## config.mk

```make
export PLATFORM = sky130hd
export DESIGN_NAME = adder_share_sched
export DESIGN_NICKNAME = d
export VERILOG_FILES = /design/src/rtl/adder_share_sched.sv
export SDC_FILE = /design/constraint.sdc
export NUM_CORES = 1
export LEC_CHECK = 0
export ABC_AREA = 1
export CAP_MARGIN = 20
export CORE_UTILIZATION = 45
export DETAILED_ROUTE_END_ITERATION = 16
export GPL_ROUTABILITY_DRIVEN = 0
export GPL_TIMING_DRIVEN = 0
export PLACE_DENSITY = 0.91
export SETUP_SLACK_MARGIN = 0.3
export SLEW_MARGIN = 25
export SYNTH_ARGS = -nofsm -noshare
export SYNTH_HDL_FRONTEND = slang
export SYNTH_SLANG_ARGS = --single-unit
```

## constraint.sdc

```tcl
create_clock -name clk -period 2.9 [get_ports clk]
set_input_delay 0.435 -clock clk [delete_from_list [all_inputs] [get_ports clk]]
set_output_delay 0.435 -clock clk [all_outputs]
set_load 0.01 [all_outputs]
```

## src/rtl/adder_share_sched.sv

```systemverilog
`default_nettype none
// ============================================================================
// Module      : adder_share_sched
// Description : Round-robin scheduler time-sharing one external 12-bit adder
//               among NUM_REQ requesters; results return tagged by requester.
// Revision    : 1.0  initial release
// ============================================================================
module adder_share_sched #(
    parameter int NUM_REQ = 4,
    parameter int ID_W    = 2,
    parameter int CNT_W   = 16
) (
    input  logic                  clk,
    input  logic                  rst,
    input  logic [NUM_REQ-1:0]    req_valid,
    input  logic [NUM_REQ*12-1:0] req_a,
    input  logic [NUM_REQ*12-1:0] req_b,
    output logic [NUM_REQ-1:0]    req_ready,
    output logic [23:0]           add_in,
    input  logic [12:0]           add_out,
    output logic                  rsp_valid,
    input  logic                  rsp_ready,
    output logic [ID_W-1:0]       rsp_id,
    output logic [12:0]           rsp_sum,
    output logic [CNT_W-1:0]      op_count
);

    localparam logic [1:0]    C_IDLE    = 2'd0;
    localparam logic [1:0]    C_CALC    = 2'd1;
    localparam logic [1:0]    C_RESP    = 2'd2;
    localparam logic [ID_W:0] C_NUM_REQ = (ID_W+1)'(NUM_REQ);
    localparam logic [ID_W-1:0] C_LAST  = ID_W'(NUM_REQ - 1);

    logic [1:0]       r_state;
    logic [ID_W-1:0]  r_rr_ptr;
    logic [ID_W-1:0]  r_id_q;
    logic [23:0]      r_add_in;
    logic             r_rsp_valid;
    logic [ID_W-1:0]  r_rsp_id;
    logic [12:0]      r_rsp_sum;
    logic [CNT_W-1:0] r_op_count;

    logic             w_any;
    logic [ID_W-1:0]  w_gidx;
    logic             w_arb_en;
    logic             w_take;
    logic [11:0]      w_sel_a;
    logic [11:0]      w_sel_b;
    logic [23:0]      w_ileave;
    logic [ID_W-1:0]  w_next_ptr;

    // Scan requesters starting at the round-robin pointer, wrapping at NUM_REQ.
    always_comb begin : arb
        logic [ID_W:0] w_cand;
        w_any  = 1'b0;
        w_gidx = '0;
        w_cand = '0;
        for (int off = 0; off < NUM_REQ; off++) begin
            w_cand = {1'b0, r_rr_ptr} + (ID_W+1)'(off);
            if (w_cand >= C_NUM_REQ) begin
                w_cand = w_cand - C_NUM_REQ;
            end
            if (!w_any && req_valid[w_cand[ID_W-1:0]]) begin
                w_any  = 1'b1;
                w_gidx = w_cand[ID_W-1:0];
            end
        end
    end

    // A new operand pair may only be taken when no result is outstanding,
    // or when the outstanding result is handing off in this very cycle.
    assign w_arb_en = ~rst & ((r_state == C_IDLE) | ((r_state == C_RESP) & rsp_ready));
    assign w_take   = w_arb_en & w_any;

    always_comb begin
        req_ready = '0;
        if (w_take) begin
            req_ready[w_gidx] = 1'b1;
        end
    end

    assign w_sel_a    = req_a[int'(w_gidx)*12 +: 12];
    assign w_sel_b    = req_b[int'(w_gidx)*12 +: 12];
    assign w_next_ptr = (w_gidx == C_LAST) ? '0 : w_gidx + 1'b1;

    always_comb begin
        w_ileave = '0;
        for (int k = 0; k < 12; k++) begin
            w_ileave[2*k]   = w_sel_a[k];
            w_ileave[2*k+1] = w_sel_b[k];
        end
    end

    always_ff @(posedge clk) begin
        if (rst) begin
            r_state     <= C_IDLE;
            r_rr_ptr    <= '0;
            r_id_q      <= '0;
            r_add_in    <= '0;
            r_rsp_valid <= 1'b0;
            r_rsp_id    <= '0;
            r_rsp_sum   <= '0;
            r_op_count  <= '0;
        end else begin
            case (r_state)
                C_IDLE: begin
                    if (w_take) begin
                        r_add_in <= w_ileave;
                        r_id_q   <= w_gidx;
                        r_rr_ptr <= w_next_ptr;
                        r_state  <= C_CALC;
                    end
                end
                C_CALC: begin
                    r_rsp_sum   <= add_out;
                    r_rsp_id    <= r_id_q;
                    r_rsp_valid <= 1'b1;
                    r_state     <= C_RESP;
                end
                C_RESP: begin
                    if (rsp_ready) begin
                        r_op_count  <= r_op_count + 1'b1;
                        r_rsp_valid <= 1'b0;
                        if (w_take) begin
                            r_add_in <= w_ileave;
                            r_id_q   <= w_gidx;
                            r_rr_ptr <= w_next_ptr;
                            r_state  <= C_CALC;
                        end else begin
                            r_state  <= C_IDLE;
                        end
                    end
                end
                default: begin
                    r_state <= C_IDLE;
                end
            endcase
        end
    end

    assign add_in    = r_add_in;
    assign rsp_valid = r_rsp_valid;
    assign rsp_id    = r_rsp_id;
    assign rsp_sum   = r_rsp_sum;
    assign op_count  = r_op_count;

endmodule
`default_nettype wire

```

==> impl_results.md <==
* Number of global-route vias before repair at 4,376
* Initial core utilization at 0.470
* Dpl hpwl at between 8 and 9 mm
* Cells after DPL at 873
* Post-Synthesis Cells at 597
* CTS Sinks at between 60 and 70
* Vias at ~4,600
* Design Power at between 5 and 6 mW
* Sequential share of the synthesized area at 0.340
* Unrepaired setup endpoints after global routing: true
* Die area at 0.00847 sq mm
* Pwr Density at around 950 mW/mm^2
* DR WL/cell at approximately 14 um
* Comb pwr share at 0.633
* Final Cycle Share at 0.940
* Startpoint Class: flop
* Max incr delay on CP at ~340 ps
* IO Count at 176
* Yosys cell types at 31
* Worst hold path type: reg -> reg
* CP Depth at 14
* Syn-to-layout area delta at 67.6%
* Final setup vio count at 0
* Sequential Power Share at 0.213
* Clock buffers created by TritonCTS at 9
* Most frequent cell after synthesis: nand2_1
* Diode count at 0
* Fin. Hold Viols at 0
* ANT nets after route at 0
* Flops & latches, synth at 62
* Synth warnings at 0
* Cts hold-fix bufs at 0
* Synth area leader: dfxtp_1
* Clock power share at 0.153
* CP bufs+invs at 5
* Drt drc at 0
* Filler Cells Inserted at ~560
* CTS HTree Levels at 3
* Pint at 3.17 mW
* Pin count of the biggest net entering global routing at 14
* Crit end category: output pin
* Core area at around 0.0078 sq mm
* Non-filler cells, final at about 910
* Root buffer cell: clkbuf_8
* Slew Limit Headroom at 0.634
* Fraction of layout cells with a size suffix above 1 at 0.135
* Avg Synthesized Cell Area at between 6 and 7 sq um
* Top cells by count, synth: 251 x nand2_1, 62 x dfxtp_1, 62 x inv_1, 53 x nor2_1, 38 x nand3_1
* Post-Route WL at approximately 13 mm
* Die W at 92.0 um
* Worst-path fanout max at 10
* Top cells by area, synth: dfxtp_1 34%, nand2_1 26%, inv_1 6.4%
* Net Switching at 2.61 mW
* Leakage at between 2 and 3 nW
* Status: completed
* Clock Skew at ~8.8 ps
* CP Cell Sequence: buf_6, inv_8, nand2_2, nand3_4, nand2_4, nor2_4, nand3_2, nand3_4, nand2_4, buf_8, ha_1, inv_1, nor2_1, buf_2
* Setup WS pre-CTS at -611 ps
* PortBufs at 174
* Req. time, crit path at between 2000 and 2500 ps
* Cell Area, Synth at 0.00365 sq mm
* Final worst slack at approximately 170 ps
* Setup TNS at 0 ps
* CTS Buffer Depth at 2
* Critical path class: reg -> out
* Top cell type's share of synthesized area at 0.340
* Hold Crit Depth at 2
* Worst endpoint data arrival time at approximately 2300 ps
* CP delay by family, top: simple AND/OR/NAND/NOR gates
* Slowest-stage cell, CP: dfxtp_2
* Final #Nets at about 930
* Drt pass-1 iters at 5
* Tmin final at ~2700 ps
* Worst-Margin Slew at 544 ps
* Max-Cap Viols at 0
* Max-slew violations at 0
* Syn nets at slightly above 700
* Site Rows at 32
* Clk slew on worst S/H paths at roughly 80 ps
* CTS tree: done
* Asr flop ratio synth at 0
* GRT Total Usage at 0.295
* Peak supply drop at 0.509 mV
* R2R setup slack at roughly 580 ps
* Top FF cell, synth: dfxtp_1
* Cells on worst reg2reg path at 15
* Grt ovf at 0
* Chip Height at a little over 90 um
* FMAX at ~370 MHz
* Clk Latency, worst-skew pair at 350 ps
* Switch share at 0.451
* DRT iter0 DRCs at 207
* Vias per cell at between 5 and 6
* Initial antenna violation count at 0
* EDFF count, synth at 0
* First-pass GRT wire length at about 20 mm
[per-layer routing]
| metal | vias to the layer above | wire length, um | global-route usage |
|---|---|---|---|
| met5 | - | 0 | 0 |
| met4 | 0 | 473 | 0.109 |
| met3 | 46 | 978 | 0.0638 |
| met2 | 230 | 6270 | 0.522 |
| met1 | 2064 | 5310 | 0.348 |
| li1 | 2283 | - | - |
[flip-flops by register name, indices dropped and copies added, names as in the netlist]
signal     cells
rsp_id         2
r_id_q         2
r_rr_ptr       2
r_state        2
op_count      16
rsp_sum       13
add_in        24
rsp_valid      1
[area by class of cell]
cell class | count | area (sq um) | area share
multi-input combinational | 440 | 2150 | 0.352
timing repair buffer | 196 | 1890 | 0.309
sequential | 62 | 1250 | 0.204
inverter | 66 | 265 | 0.0434
buffer | 29 | 204 | 0.0334
tap | 102 | 128 | 0.0209
clock buffer | 9 | 124 | 0.0203
clock inverter | 7 | 105 | 0.0172
[worst register-to-register path, cell delays in order, from the launching register on]
cell and delay, ps:
dfxtp_2 340, buf_6 140, inv_8 100, nand2_2 110, nand3_4 110, nand2_4 70, nor2_4 210, nand3_4 130
buf_6 140, buf_4 160, nand2_1 80, inv_1 80, nor2_2 180, buf_2 250, nand2_1 80, nand3_1 80
[metrics by stage]
stage | hold slack (ps) | area, sq um | utilization
after CTS | 461 | 5960 | 0.768
after detailed placement | 447 | 5520 | 0.710
after global placement | 437 | 5520 | 0.710
final | 457 | 6110 | 0.787
after floorplan | 429 | 3650 | -
after global routing | 480 | 6110 | 0.787
[repair_timing]
item	CTS	global route
gates resized for setup	57	26
cloned	1	0
endpoints found under the setup margin	4	4
pin swaps	9	11
setup buffers	14	7
endpoints found under the hold margin	0	0
[cells by family after synthesis]
logic type,Yosys count,share of synthesized area
adder cells (fa/ha/maj),5,0.0171
AO/OA/AOI/OAI,47,0.0724
flip-flops,62,0.340
buffers and inverters,95,0.116
XOR/XNOR,1,0.00240
AND/OR/NAND/NOR,387,0.452
[final timing paths]
path               startpoint      endpoint
setup / recovery  r_rr_ptr[0]  req_ready[1]
hold / removal     add_in[20]    add_in[20]
setup reg to reg  r_rr_ptr[0]     add_in[0]
hold reg to reg    add_in[20]    add_in[20]
[power by group through the flow]
stage          clock [mW]  sequential, mW  combinational [mW]
2_1_floorplan           0            1.31                1.81
3_3_place_gp            0            1.22                2.94
3_5_place_dp            0            1.24                3.02
4_1_cts             0.886            1.22                3.41
5_1_grt             0.925            1.26                4.01
6_report            0.887            1.23                3.66
[cell usage in the layout (no fill, tap or decap), types with 11 or more instances in the layout]
cell / n
nand2_1: 235
clkdlybuf4s50_1: 166
dfxtp_1: 60
inv_1: 58
nor2_1: 51
nand3_1: 32
o21ai_0: 28
nand4_1: 27
buf_4: 21
buf_2: 15
nand2_2: 11
a21oi_1: 11
(Power assumes the default switching activity.)
